File: src/rtl/spi_pkg.sv
// Shared types and per-mode bit counts for the display SPI master.
package spi_pkg;

  typedef enum logic [1:0] {
    WRITE_8  = 2'd0,
    WRITE_16 = 2'd1,
    WR8_RD8  = 2'd2,
    WR8_RD24 = 2'd3
  } spi_mode_t;

  typedef enum logic [1:0] {
    S_IDLE = 2'd0,
    S_TX   = 2'd1,
    S_RX   = 2'd2,
    S_DONE = 2'd3
  } spi_state_t;

  localparam int BIT_CNT_W = 5;
  localparam int TX_SR_W   = 16;

  function automatic logic [BIT_CNT_W-1:0] mode_tx_bits(spi_mode_t m);
    return (m == WRITE_16) ? 5'd16 : 5'd8;
  endfunction

  function automatic logic [BIT_CNT_W-1:0] mode_rx_bits(spi_mode_t m);
    case (m)
      WR8_RD8:  return 5'd8;
      WR8_RD24: return 5'd24;
      default:  return 5'd0;
    endcase
  endfunction

endpackage

File: src/rtl/spi_controller.sv
// Mode-0 SPI master for the display: one transaction at a time, MSB first,
// optional read phase after an 8-bit command.
module spi_controller
  import spi_pkg::*;
#(
  parameter int CLK_DIV = 2,
  parameter int DATA_W  = 24
) (
  input  logic              clk,
  input  logic              rst_n,
  input  logic              i_valid,
  output logic              i_ready,
  input  logic [1:0]        i_mode,
  input  logic [DATA_W-1:0] i_data,
  output logic [DATA_W-1:0] o_data,
  output logic              o_valid,
  output logic              spi_clk,
  output logic              spi_mosi,
  input  logic              spi_miso,
  output logic              display_csb
);

  localparam int DIV_W = $clog2(CLK_DIV) + 1;

  spi_state_t             state_q, state_d;
  spi_mode_t              mode_q;
  logic [TX_SR_W-1:0]     tx_sr_q;
  logic [TX_SR_W-1:0]     tx_load;
  logic [DIV_W-1:0]       div_q;
  logic [BIT_CNT_W-1:0]   bit_q;
  logic [BIT_CNT_W-1:0]   rx_bits;
  logic [DATA_W-1:0]      rx_q;
  logic                   sclk_q, mosi_q, csb_q;
  logic                   phase_end, bit_end;
  logic                   unused_hi;

  assign unused_hi = ^i_data[DATA_W-1:TX_SR_W];

  // Transmit data is left-justified so the next bit is always tx_sr_q[MSB].
  assign tx_load   = (spi_mode_t'(i_mode) == WRITE_16) ? i_data[TX_SR_W-1:0]
                                                       : {i_data[7:0], 8'h00};
  assign rx_bits   = mode_rx_bits(mode_q);
  assign phase_end = (div_q == DIV_W'(CLK_DIV - 1));
  assign bit_end   = phase_end && sclk_q && (bit_q == '0);

  always_ff @(posedge clk) begin
    if (!rst_n) state_q <= S_IDLE;
    else        state_q <= state_d;
  end

  always_comb begin
    state_d = state_q;
    case (state_q)
      S_IDLE:  if (i_valid) state_d = S_TX;
      S_TX:    if (bit_end) state_d = (rx_bits != '0) ? S_RX : S_DONE;
      S_RX:    if (bit_end) state_d = S_DONE;
      S_DONE:  state_d = S_IDLE;
      default: state_d = S_IDLE;
    endcase
  end

  always_comb begin
    i_ready = (state_q == S_IDLE);
    o_valid = (state_q == S_DONE);
  end

  always_ff @(posedge clk) begin
    if (!rst_n) begin
      mode_q  <= WRITE_8;
      tx_sr_q <= '0;
      div_q   <= '0;
      bit_q   <= '0;
      rx_q    <= '0;
      sclk_q  <= 1'b0;
      mosi_q  <= 1'b0;
      csb_q   <= 1'b1;
    end else begin
      case (state_q)
        S_IDLE: begin
          if (i_valid) begin
            mode_q  <= spi_mode_t'(i_mode);
            tx_sr_q <= tx_load;
            mosi_q  <= tx_load[TX_SR_W-1];
            csb_q   <= 1'b0;
            sclk_q  <= 1'b0;
            div_q   <= '0;
            bit_q   <= mode_tx_bits(spi_mode_t'(i_mode)) - 5'd1;
            rx_q    <= '0;
          end
        end
        S_TX, S_RX: begin
          if (!phase_end) begin
            div_q <= div_q + DIV_W'(1);
          end else begin
            div_q <= '0;
            if (!sclk_q) begin
              // miso is captured on the same edge that raises spi_clk
              sclk_q <= 1'b1;
              if (state_q == S_RX) rx_q <= {rx_q[DATA_W-2:0], spi_miso};
            end else begin
              sclk_q <= 1'b0;
              if (bit_q != '0) begin
                bit_q <= bit_q - 5'd1;
                if (state_q == S_TX) begin
                  tx_sr_q <= tx_sr_q << 1;
                  mosi_q  <= tx_sr_q[TX_SR_W-2];
                end
              end else if (state_q == S_TX && rx_bits != '0) begin
                bit_q  <= rx_bits - 5'd1;
                mosi_q <= 1'b0;
              end else begin
                mosi_q <= 1'b0;
                csb_q  <= 1'b1;
              end
            end
          end
        end
        default: ;
      endcase
    end
  end

  assign o_data      = rx_q;
  assign spi_clk     = sclk_q;
  assign spi_mosi    = mosi_q;
  assign display_csb = csb_q;

endmodule

File: config.mk
export PLATFORM = sky130hd
export DESIGN_NAME = spi_controller
export DESIGN_NICKNAME = d
export VERILOG_FILES = /design/src/rtl/spi_pkg.sv /design/src/rtl/spi_controller.sv
export SDC_FILE = /design/constraint.sdc
export NUM_CORES = 1
export LEC_CHECK = 0
export ABC_AREA = 1
export BUFFER_PORTS_ARGS = -buffer_cell sky130_fd_sc_hd__buf_2
export CAP_MARGIN = 20
export CORE_UTILIZATION = 30
export DETAILED_ROUTE_END_ITERATION = 10
export HOLD_SLACK_MARGIN = 0.03
export PLACE_DENSITY_LB_ADDON = 0.1
export SYNTH_ARGS = -nofsm -noshare
export SYNTH_HDL_FRONTEND = slang
export SYNTH_SLANG_ARGS = --single-unit
File: constraint.sdc
create_clock -name clk -period 2.27 [get_ports clk]
set_input_delay 0.454 -clock clk [delete_from_list [all_inputs] [get_ports clk]]
set_output_delay 0.454 -clock clk [all_outputs]
set_load 0.1 [all_outputs]
* Word-level counts from Yosys, hierarchy flattened
Index checks and enable logic that the tools add are counted.
** Word-level totals
- Word-level logic and storage cells :: 94
- Register bits :: 53
- Output and inout bits :: 29
** Operators by class
- Multiplexer cells :: 43
- Equal/unequal tests :: 20
- Add/sub/neg operators :: 4
- Reductions and logical operators :: 18
** Operators by type and width (number)
- $mux 24 :: 4
- $mux 15 :: 5
- $pmux 24 s2 :: 1
- $mux 5 :: 6
- $pmux 15 s2 :: 1
- $ne 2x2->1 const B :: 11
- $pmux 5 s2 :: 2
- $mux 16 :: 1
- $reduce_and 5->1 :: 3
- $sub 5x1->5 const B :: 3
- $mux 1 :: 13
- $reduce_and 6->1 :: 2
- $mux 2 :: 5
- $reduce_bool 5->1 :: 2
- $eq 2x2->1 const B :: 4
- $pmux 2 s4 :: 1
- $eq 2x1->1 const B :: 3
- $ne 3x3->1 const B :: 2
- $pmux 1 s2 :: 3
- $reduce_and 3->1 :: 2
- $logic_not 5->1 :: 1
- $pmux 2 s2 :: 1
- $reduce_and 2->1 :: 2
- $logic_and 1x1->1 :: 3
- other kinds (4) :: 4

* Longest topological paths before layout
Gate-level depths: netlist of run 1.
- Depth in word-level cells :: 9
- Mapped depth :: 12
- Depth with buffers taken out :: 11

* Least setup slack after synthesis of run 1
OpenSTA, ideal clock, no wires.
- Path type :: register -> register
- Start :: register state_q[0]
- End :: register tx_sr_q[10]
- Path buffers :: 1
- Required time :: 2157 ps
- Period minus slack after synthesis :: 2432 ps
- Arrival :: 2319 ps
- Stages on the path, launching flop included :: 13
- Setup slack :: -162 ps
- Cells stage by stage :: dfxtp_1 > inv_1 > ha_1 > inv_1 > nand2_2 > nand2_4 > nor2_8 > nand2_1 > nor2_1 > buf_2 > nand2_1 > nand2_1 > nor2_1
** RTL lines
- from (decl) :: RTL line spi_controller.sv:25 : spi_state_t state_q, state_d;
- from (signal assigned) :: RTL line spi_controller.sv:48 : else state_q <= state_d;
- $logic_not 2->1 (*)
- via i_ready :: RTL line spi_controller.sv:12 : output logic i_ready,
- $ne 2x2->1 (no source line) / $reduce_bool 2->1 (equally long branches)
- $reduce_and 6->1 (no source line)
- to (signal assigned) :: RTL line spi_controller.sv:82 : tx_sr_q <= tx_load;
- to (signal assigned) :: RTL line spi_controller.sv:105 : tx_sr_q <= tx_sr_q << 1;
- to (decl) :: RTL line spi_controller.sv:27 : logic [TX_SR_W-1:0] tx_sr_q;
The timed path passes the listed nets; every way through them passes the cells marked *.
A chain may end at the register's enable or synchronous reset.

* Worst setup path in the final report of run 1
- Start :: register state_q[1]
- End :: register tx_sr_q[12]
** Between the ends
- Longest elaborated chain between the ends :: 4
** Ends and longest elaborated chain
- $eq 2x2->1 / $eq 2x1->1 (equally long branches) :: RTL line spi_controller.sv:78, spi_controller.sv:104
- $reduce_or 2->1 :: RTL line spi_controller.sv:78 : case (state_q)
- $ne 2x2->1 (no source line) / $reduce_bool 2->1 (equally long branches)
- $reduce_and 6->1 (no source line)
Several ways; a longest one is shown, not always the timed one.

==> results of run 1 <==
worst register-to-register path, cell delays in order, from the launching register on:
cell     delay (ns)
dfxtp_1        0.40
inv_1          0.10
ha_2           0.36
inv_2          0.06
nand2_2        0.08
nand2_4        0.08
nor2_8         0.16
nand2_1        0.11
nor2_2         0.20
buf_12         0.20
nand2_1        0.08
nand2_1        0.06
nor2_1         0.04
flip-flops by register name (all words and copies together) (netlist names):
| signal | count |
|---|---|
| o_data | 24 |
| tx_sr_q | 15 |
| bit_q | 5 |
| div_q | 2 |
| mode_q | 2 |
| state_q | 2 |
| display_csb | 1 |
| spi_clk | 1 |
| spi_mosi | 1 |
final timing paths:
kind                               endpoint  slack, ns  cells past startpoint
worst max-delay path            tx_sr_q[12]       0.26                     12
worst min-delay path              o_data[0]       0.43                      3
worst max register to register  tx_sr_q[12]       0.26                     12
worst min register to register    mode_q[0]       0.45                      2
final cells by class:
type | count | share of cell area, %
Clock inverter | 2 | 1.28
Tap cell | 102 | 4.20
Inverter | 20 | 2.47
Clock buffer | 6 | 2.39
Sequential cell | 53 | 34.9
Timing Repair Buffer | 65 | 12.4
Multi-Input combinational cell | 267 | 42.4
cell usage after synthesis:
master	count	area [um2]
inv_2	1	3.75
o211ai_1	2	15.0
nand2_1	101	379
a22oi_1	7	52.6
nand4_1	26	163
dfxtp_1	53	1060
a21oi_2	1	8.76
a21oi_1	35	175
buf_2	7	35.0
o21ai_0	18	90.1
ha_1	5	62.6
or2_2	2	12.5
clkbuf_1	9	33.8
and3_1	1	6.26
inv_1	19	71.3
nand2_4	1	11.3
buf_1	3	11.3
nand3_1	21	105
a21boi_0	1	7.51
nor2_1	44	165
nand2_2	1	6.26
nor2_8	1	20.0
per-stage QoR:
step	utilization [%]	hold WS [ns]	power (mW)	cells	worst slack, ns
2_1_floorplan	-	0.425	3.26	359	0.184
3_3_place_gp	37.0	0.442	3.97	507	0.184
3_5_place_dp	37.0	0.444	3.97	507	0.193
4_1_cts	38.5	0.430	4.64	515	0.155
5_1_grt	38.5	0.449	5.06	515	0.0651
6_report	38.5	0.433	4.62	515	0.255
power groups by stage:
stage                     Clock, mW  Sequential (mW)  Combinational [mW]
after global placement            0             1.21                2.75
after detailed placement          0             1.21                2.75
after floorplan                   0             1.37                1.89
after global routing          0.721             1.21                3.13
after CTS                     0.687             1.19                2.76
final                         0.655             1.19                2.77
per-layer routing:
layer / global-route usage, % / share of wire [%]
met1: 20.0 / 49
met2: 26.1 / 46
met3: 3.33 / 3.4
met4: 3.85 / 1.2
met5: 0 / 0
kinds of logic after synthesis:
| logic type | count (synthesis) | synth area share (%) |
|---|---|---|
| simple gates | 198 | 34.8 |
| compound gates | 64 | 14.0 |
| flops | 53 | 42.5 |
| buf+inv | 39 | 6.22 |
| fa+ha+maj | 5 | 2.51 |
==> results.yml, run 1 <==
run_status:
  outcome: "finished, final reports clean"
placed_design:
  portBuffers: 50
  place.gp.congestion: 0.799
  hpwl_mm: 4.38
  placed_area_mm2: 0.00292
yosys:
  yosysSeqAreaShare_pct: 42.5
  yosysWarnings: 0
  syn_nets: 394
  synthesis.area_mm2: 0.00250
  synth_seq_cells: 53
  avgSynthCellArea_um2: 6.95
  synthCells: 359
  synth.distinct_cells: 22
clocking:
  postCtsSetupRepairBufs: 0
  ctsHoldBuffers: 0
  clk_pin_slew_ns: 0.10
  clock_tree.root_cell: "clkbuf_8"
  cts_tree: "yes"
  clock-sinks: 53
  numCtsBuffers: 5
  htreeDepth: 2
  cts_buffer_depth: 2
  ctsResizeCount: 0
  insertion_delay_ns: 0.31
timing:
  max_freq_mhz: 496
  hold_viol: 0
  period_share_pct: 88.8
  fin_skew_ns: 0.00818
  tightest_slew_ns: 0.546
  fin_crit_ns: 2.01
  timing.final.setup_violations: 0
  max-slew-margin-rel_pct: 63.5
  fin_tns_setup_ns: 0
  rsz0062_at_grt: "false"
  slew_viol_final: 0
grt:
  grt.total_usage_pct: 15.5
  antenna_found_initial: 0
  gr-total-overflow: 0
  grt_pass1_vias: 2362
  grt_first_pass_wirelength_mm: 10.8
  grt_max_degree: 31
worst_setup_path:
  required_ns: 2.48
  slowest_delay_ns: 0.40
  cpMaxStageDelayCell: "dfxtp_1"
  crit_path_end_kind: "flip-flop"
  cpMostUsedCell: "nand2_1"
  cp_max_fo: 30
  cp.arrival_ns: 2.23
  timing.rr.start: "state_q[1]"
  crit_buf_inv: 3
  start_kind: "flip-flop"
  path_cells: "inv_1 -> ha_2 -> inv_2 -> nand2_2 -> nand2_4 -> nor2_8 -> nand2_1 -> nor2_2 -> buf_12 -> nand2_1 -> nand2_1 -> nor2_1"
  critPathTopFamily: "simple AND/OR/NAND/NOR gates"
  crit_start: "state_q[1]"
  worstSetupPathType: "reg -> reg"
floorplanning:
  start_util_pct: 31.6
  io_pins: 59
  die_h_um: 93.2
  die_w_um: 93.2
  die-area_mm2: 0.00869
  coreArea_mm2: 0.00789
  fp-row-count: 32
final_layout:
  final_cell_area_mm2: 0.00304
  layout-drive-gt1-share_pct: 19.9
  multi_input_area_mm2: 0.00129
  final_common_cell: "nand2_1"
  ff_latch_area_mm2: 0.00106
  nNetsFinal: 447
  area_growth_syn_to_layout_pct: 21.7
  fill_cells: 830
  diodes: 0
  final_cell_mix: "nand2_1, dfxtp_1, buf_2, nor2_1, a21oi_1"
power_and_ir_drop:
  switching_share_pct: 50.7
  netSwitchingPower_mw: 2.34
  leakage_nw: 1.33
  power.density_mw_per_mm2: 1520
  comb_power_share_pct: 60.0
  power_frac_seq_pct: 25.8
  intPower_mw: 2.28
  ir_drop_mv: 0.559
  clkPwrFrac_pct: 14.2
drt:
  num_vias: 2483
  drt_iter0_markers: 64
  wl_per_cell_um: 12.2
  drt_drc_violations_left: 0
  drt-total-wl_mm: 6.29
  vias_per_cell: 4.82
  drt_first_pass_iters: 4
  antenna_left: 0
hold_path:
  worstHoldStart: "spi_miso"
  hold_class: "in -> reg"
flow_run:
  drv_cap: 0
Power figures use the tool's default switching activity.
==> run 2, diff against run 1 <==
==> constraint.sdc (replaced) <==
create_clock -name clk -period 2.27 [get_ports clk]
set_input_delay 0.1135 -clock clk [delete_from_list [all_inputs] [get_ports clk]]
set_output_delay 0.1135 -clock clk [all_outputs]
set_load 0.1 [all_outputs]
==> results.yml, run 2 (synthesis results as in run 1) <==
grt:
  gr-total-overflow: 0
  antenna_found_initial: 0
  grt_max_degree: 31
  grt_first_pass_wirelength_mm: 10.7
  grt.total_usage_pct: 15.5
  grt_pass1_vias: 2249
clocking:
  htreeDepth: 2
  numCtsBuffers: 5
  ctsHoldBuffers: 0
  clock_tree.root_cell: "clkbuf_8"
  clk_pin_slew_ns: 0.11
  ctsResizeCount: 0
  cts_tree: "yes"
  cts_buffer_depth: 2
  postCtsSetupRepairBufs: 0
  clock-sinks: 53
  insertion_delay_ns: 0.31
floorplanning:
  fp-row-count: 32
  start_util_pct: 31.6
  die_h_um: 93.2
  die_w_um: 93.2
  coreArea_mm2: 0.00789
  io_pins: 59
  die-area_mm2: 0.00869
worst_setup_path:
  start_kind: "flip-flop"
  reg2regPathDepth: 12
  cp.arrival_ns: 2.22
  crit_path_end_kind: "flip-flop"
  r2r-end: "tx_sr_q[7]"
  timing.rr.start: "state_q[1]"
  cp_max_fo: 30
  worstSetupPathType: "reg -> reg"
  r2r_setup_slack_ns: 0.27
  required_ns: 2.49
hold_path:
  hold_class: "in -> reg"
  whs_path_depth: 3
  min_to: "o_data[0]"
  worstHoldStart: "spi_miso"
final_layout:
  final_common_cell: "nand2_1"
  largest_reg_flops: 24
  area_growth_syn_to_layout_pct: 20.5
  layout-drive-gt1-share_pct: 19.9
  fill_cells: 849
  final_cell_mix: "nand2_1, dfxtp_1, buf_2, nor2_1, a21oi_1"
  final_cell_area_mm2: 0.00301
  nNetsFinal: 446
  diodes: 0
drt:
  drt_iter0_markers: 108
  drt_first_pass_iters: 4
  drt_drc_violations_left: 0
  wl_per_cell_um: 12.3
  antenna_left: 0
  vias_per_cell: 4.80
  num_vias: 2466
  drt-total-wl_mm: 6.32
flow_run:
  drv_cap: 0
placed_design:
  place.gp.congestion: 0.802
  hpwl_mm: 4.31
  dp_slack_ns: 0.154
  portBuffers: 50
  placed_area_mm2: 0.00291
timing:
  rsz0062_at_grt: "false"
  whs_ns: 0.0786
  max-slew-margin-rel_pct: 33.5
  hold_viol: 0
  timing.final.setup_violations: 0
  max_freq_mhz: 500
  layout_setup_ws_ns: 0.269
  fin_skew_ns: 0.0136
  slew_viol_final: 0
  fin_tns_setup_ns: 0
  tightest_slew_ns: 0.997
  fin_crit_ns: 2.00
  period_share_pct: 88.2
run_status:
  outcome: "finished, final reports clean"
power_and_ir_drop:
  leakage_nw: 1.32
  ir_drop_mv: 0.503
  power.density_mw_per_mm2: 1500
-- run 2: changes by cell type in the layout (fill, tap and decap cells not counted) --
| cell | previous run | this run |
|---|---|---|
| dfxtp_1 | 53 | 52 |
| clkinv_4 | 1 | 0 |
| dfxtp_2 | 0 | 1 |
| buf_4 | 14 | 13 |
| inv_6 | 0 | 1 |
| clkinv_2 | 0 | 1 |
| bufinv_16 | 1 | 0 |
-- run 2: critical path, stage by stage, from the launching register on --
cell and delay, ns:
dfxtp_2 0.37, inv_1 0.07, ha_2 0.37, inv_2 0.06, nand2_2 0.08, nand2_4 0.08, nor2_8 0.17, nand2_1 0.12
nor2_2 0.20, buf_12 0.20, nand2_1 0.07, nand2_1 0.06, nor2_1 0.04
-- run 2: cell type report --
type | instances | area [um2] | share of cell area, %
Multi-Input combinational cell | 267 | 1290 | 42.8
Sequential cell | 53 | 1060 | 35.3
Timing Repair Buffer | 64 | 368 | 12.2
Clock inverter | 2 | 13.8 | 0.458
Inverter | 20 | 75.1 | 2.50
Clock buffer | 6 | 72.6 | 2.41
Tap cell | 102 | 128 | 4.24
-- run 2: worst max path at each step --
stage	from	slack (ns)	cells after the start	end
CTS	state_q[1]	0.11	12	tx_sr_q[7]
global placement	state_q[1]	0.14	9	bit_q[4]
detailed placement	state_q[1]	0.15	9	bit_q[4]
global route	state_q[1]	0.07	12	tx_sr_q[7]
finish	state_q[1]	0.27	12	tx_sr_q[7]
floorplan	state_q[0]	0.18	12	tx_sr_q[10]
-- run 2: where the power goes --
part,internal [mW],switching [mW],total [mW]
sequential,1.10,0.0948,1.19
combinational,0.838,1.92,2.76
clock,0.221,0.330,0.552
total,2.16,2.35,4.50
-- run 2: metal layers --
metal / vias to the layer above / wire, um / GRT usage [%]
met5: - / 0 / 0
met4: 0 / 80 / 4.62
met3: 6 / 178 / 3.66
met2: 33 / 2890 / 24.8
met1: 1123 / 3180 / 20.7
li1: 1304 / - / -
-- run 2: metrics by stage --
stage / utilization (%) / total power, mW / cells
after global routing: 38.1 / 4.91 / 514
after floorplan: - / 3.26 / 359
after detailed placement: 36.9 / 3.95 / 506
after CTS: 38.0 / 4.52 / 514
after global placement: 36.9 / 3.95 / 506
final: 38.1 / 4.50 / 514
==> run 3, diff against run 2 <==
==> constraint.sdc (replaced) <==
create_clock -name clk -period 2 [get_ports clk]
set_input_delay 0.1 -clock clk [delete_from_list [all_inputs] [get_ports clk]]
set_output_delay 0.1 -clock clk [all_outputs]
set_load 0.1 [all_outputs]
==> results.yml, run 3 (synthesis results as in run 1) <==
worst_setup_path:
  crit_start: "state_q[1]"
  crit_buf_inv: 3
  cpMaxStageDelayCell: "dfxtp_1"
  required_ns: 2.21
  timing.rr.start: "state_q[1]"
  worstSetupPathType: "reg -> reg"
  path_cells: "inv_1 -> ha_4 -> inv_2 -> nand2_2 -> nand2_4 -> nor2_8 -> nand2_2 -> nor2_4 -> buf_12 -> nand2_1 -> nand2_1 -> nor2_1"
  start_kind: "flip-flop"
  r2r_setup_slack_ns: 0.17
  cp_max_fo: 30
  crit_path_end_kind: "flip-flop"
  critPathTopFamily: "simple AND/OR/NAND/NOR gates"
  cp.arrival_ns: 2.04
  slowest_delay_ns: 0.34
placed_design:
  hpwl_mm: 4.24
  dp_cells: 504
  portBuffers: 50
  place.gp.congestion: 0.786
floorplanning:
  io_pins: 59
  die_h_um: 93.2
  coreArea_mm2: 0.00789
  die_w_um: 93.2
  die-area_mm2: 0.00869
  start_util_pct: 31.6
  fp-row-count: 32
power_and_ir_drop:
  comb_power_share_pct: 61.5
  leakage_nw: 1.34
  power_frac_seq_pct: 24.9
  intPower_mw: 2.72
  netSwitchingPower_mw: 2.70
  ir_drop_mv: 0.641
  switching_share_pct: 49.8
  clkPwrFrac_pct: 13.7
  power.density_mw_per_mm2: 1760
  p_total_mw: 5.42
clocking:
  htreeDepth: 2
  clock_tree.root_cell: "clkbuf_8"
  cts_buffer_depth: 2
  ctsResizeCount: 0
  ctsHoldBuffers: 0
  postCtsSetupRepairBufs: 0
  cts_tree: "yes"
  insertion_delay_ns: 0.30
  numCtsBuffers: 5
  clock-sinks: 53
  clk_pin_slew_ns: 0.10
drt:
  drt-total-wl_mm: 6.27
  num_vias: 2475
  drt_first_pass_iters: 4
  drt_drc_violations_left: 0
  antenna_left: 0
  vias_per_cell: 4.83
  drt_iter0_markers: 114
  met1_length_mm: 3.10
  wl_per_cell_um: 12.2
  highest_layer: "met4"
  dr_wl_met3_um: 187
  wl_met2_mm: 2.94
timing:
  slew_viol_final: 0
  period_share_pct: 91.7
  max-slew-margin-rel_pct: 35.5
  timing.final.setup_violations: 0
  tightest_slew_ns: 0.966
  hold_viol: 0
  fin_skew_ns: 0.0130
  max_freq_mhz: 545
  fin_crit_ns: 1.83
  rsz0062_at_grt: "false"
  fin_tns_setup_ns: 0
final_layout:
  final_cell_mix: "nand2_1, dfxtp_1, buf_2, nor2_1, a21oi_1"
  diodes: 0
  final_cells: 512
  area_growth_syn_to_layout_pct: 23.3
  largest_reg_flops: 24
  nNetsFinal: 444
  layout-drive-gt1-share_pct: 19.8
  final_common_cell: "nand2_1"
grt:
  grt_pass1_vias: 2299
  antenna_found_initial: 0
  grt_first_pass_wirelength_mm: 10.8
  grt_max_degree: 41
  grt.total_usage_pct: 15.5
  gr-total-overflow: 0
run_status:
  outcome: "finished, final reports clean"
flow_run:
  drv_cap: 0
hold_path:
  worstHoldStart: "spi_miso"
  hold_class: "in -> reg"
[run 3: cell type report]
cell class | count | area [um2]
clock buffer | 6 | 72.6
clock inverter | 2 | 38.8
fill | 864 | 4810
inverter | 20 | 75.1
multi-input combinational | 267 | 1310
sequential | 53 | 1060
tap | 102 | 128
timing repair buffer | 62 | 390
[run 3: per-layer routing]
layer | GRT usage, % | up-vias
li1 | - | 1295
met1 | 20.8 | 1130
met2 | 25.6 | 45
met3 | 2.60 | 5
met4 | 3.85 | 0
met5 | 0 | -
[run 3: worst min-delay path, cell delays in order]
cell and delay, ns:
buf_2 0.10, nand4_1 0.09, a21oi_1 0.06
[run 3: per-stage QoR]
stage	hold slack [ns]	util [%]	cell area (um2)	setup WS [ns]
CTS	0.0524	38.8	3060	0.0336
finish	0.0811	39.0	3080	0.166
floorplan	0.238	-	2510	0.0369
global placement	0.386	37.4	2950	0.0261
detailed placement	0.394	37.4	2950	0.0617
global route	0.0840	39.0	3080	0.0122
[run 3: final timing paths]
check | cells after the start | to
worst max-delay path | 12 | tx_sr_q[7]
worst min-delay path | 3 | o_data[0]
worst max register to register | 12 | tx_sr_q[7]
worst min register to register | 2 | mode_q[0]
[run 3: power groups by stage]
stage,logic (mW),clock network [mW],registers [mW]
finish,3.33,0.742,1.35
global route,3.74,0.811,1.37
CTS,3.29,0.778,1.35
detailed placement,3.28,0,1.38
global placement,3.29,0,1.37
floorplan,2.18,0,1.56
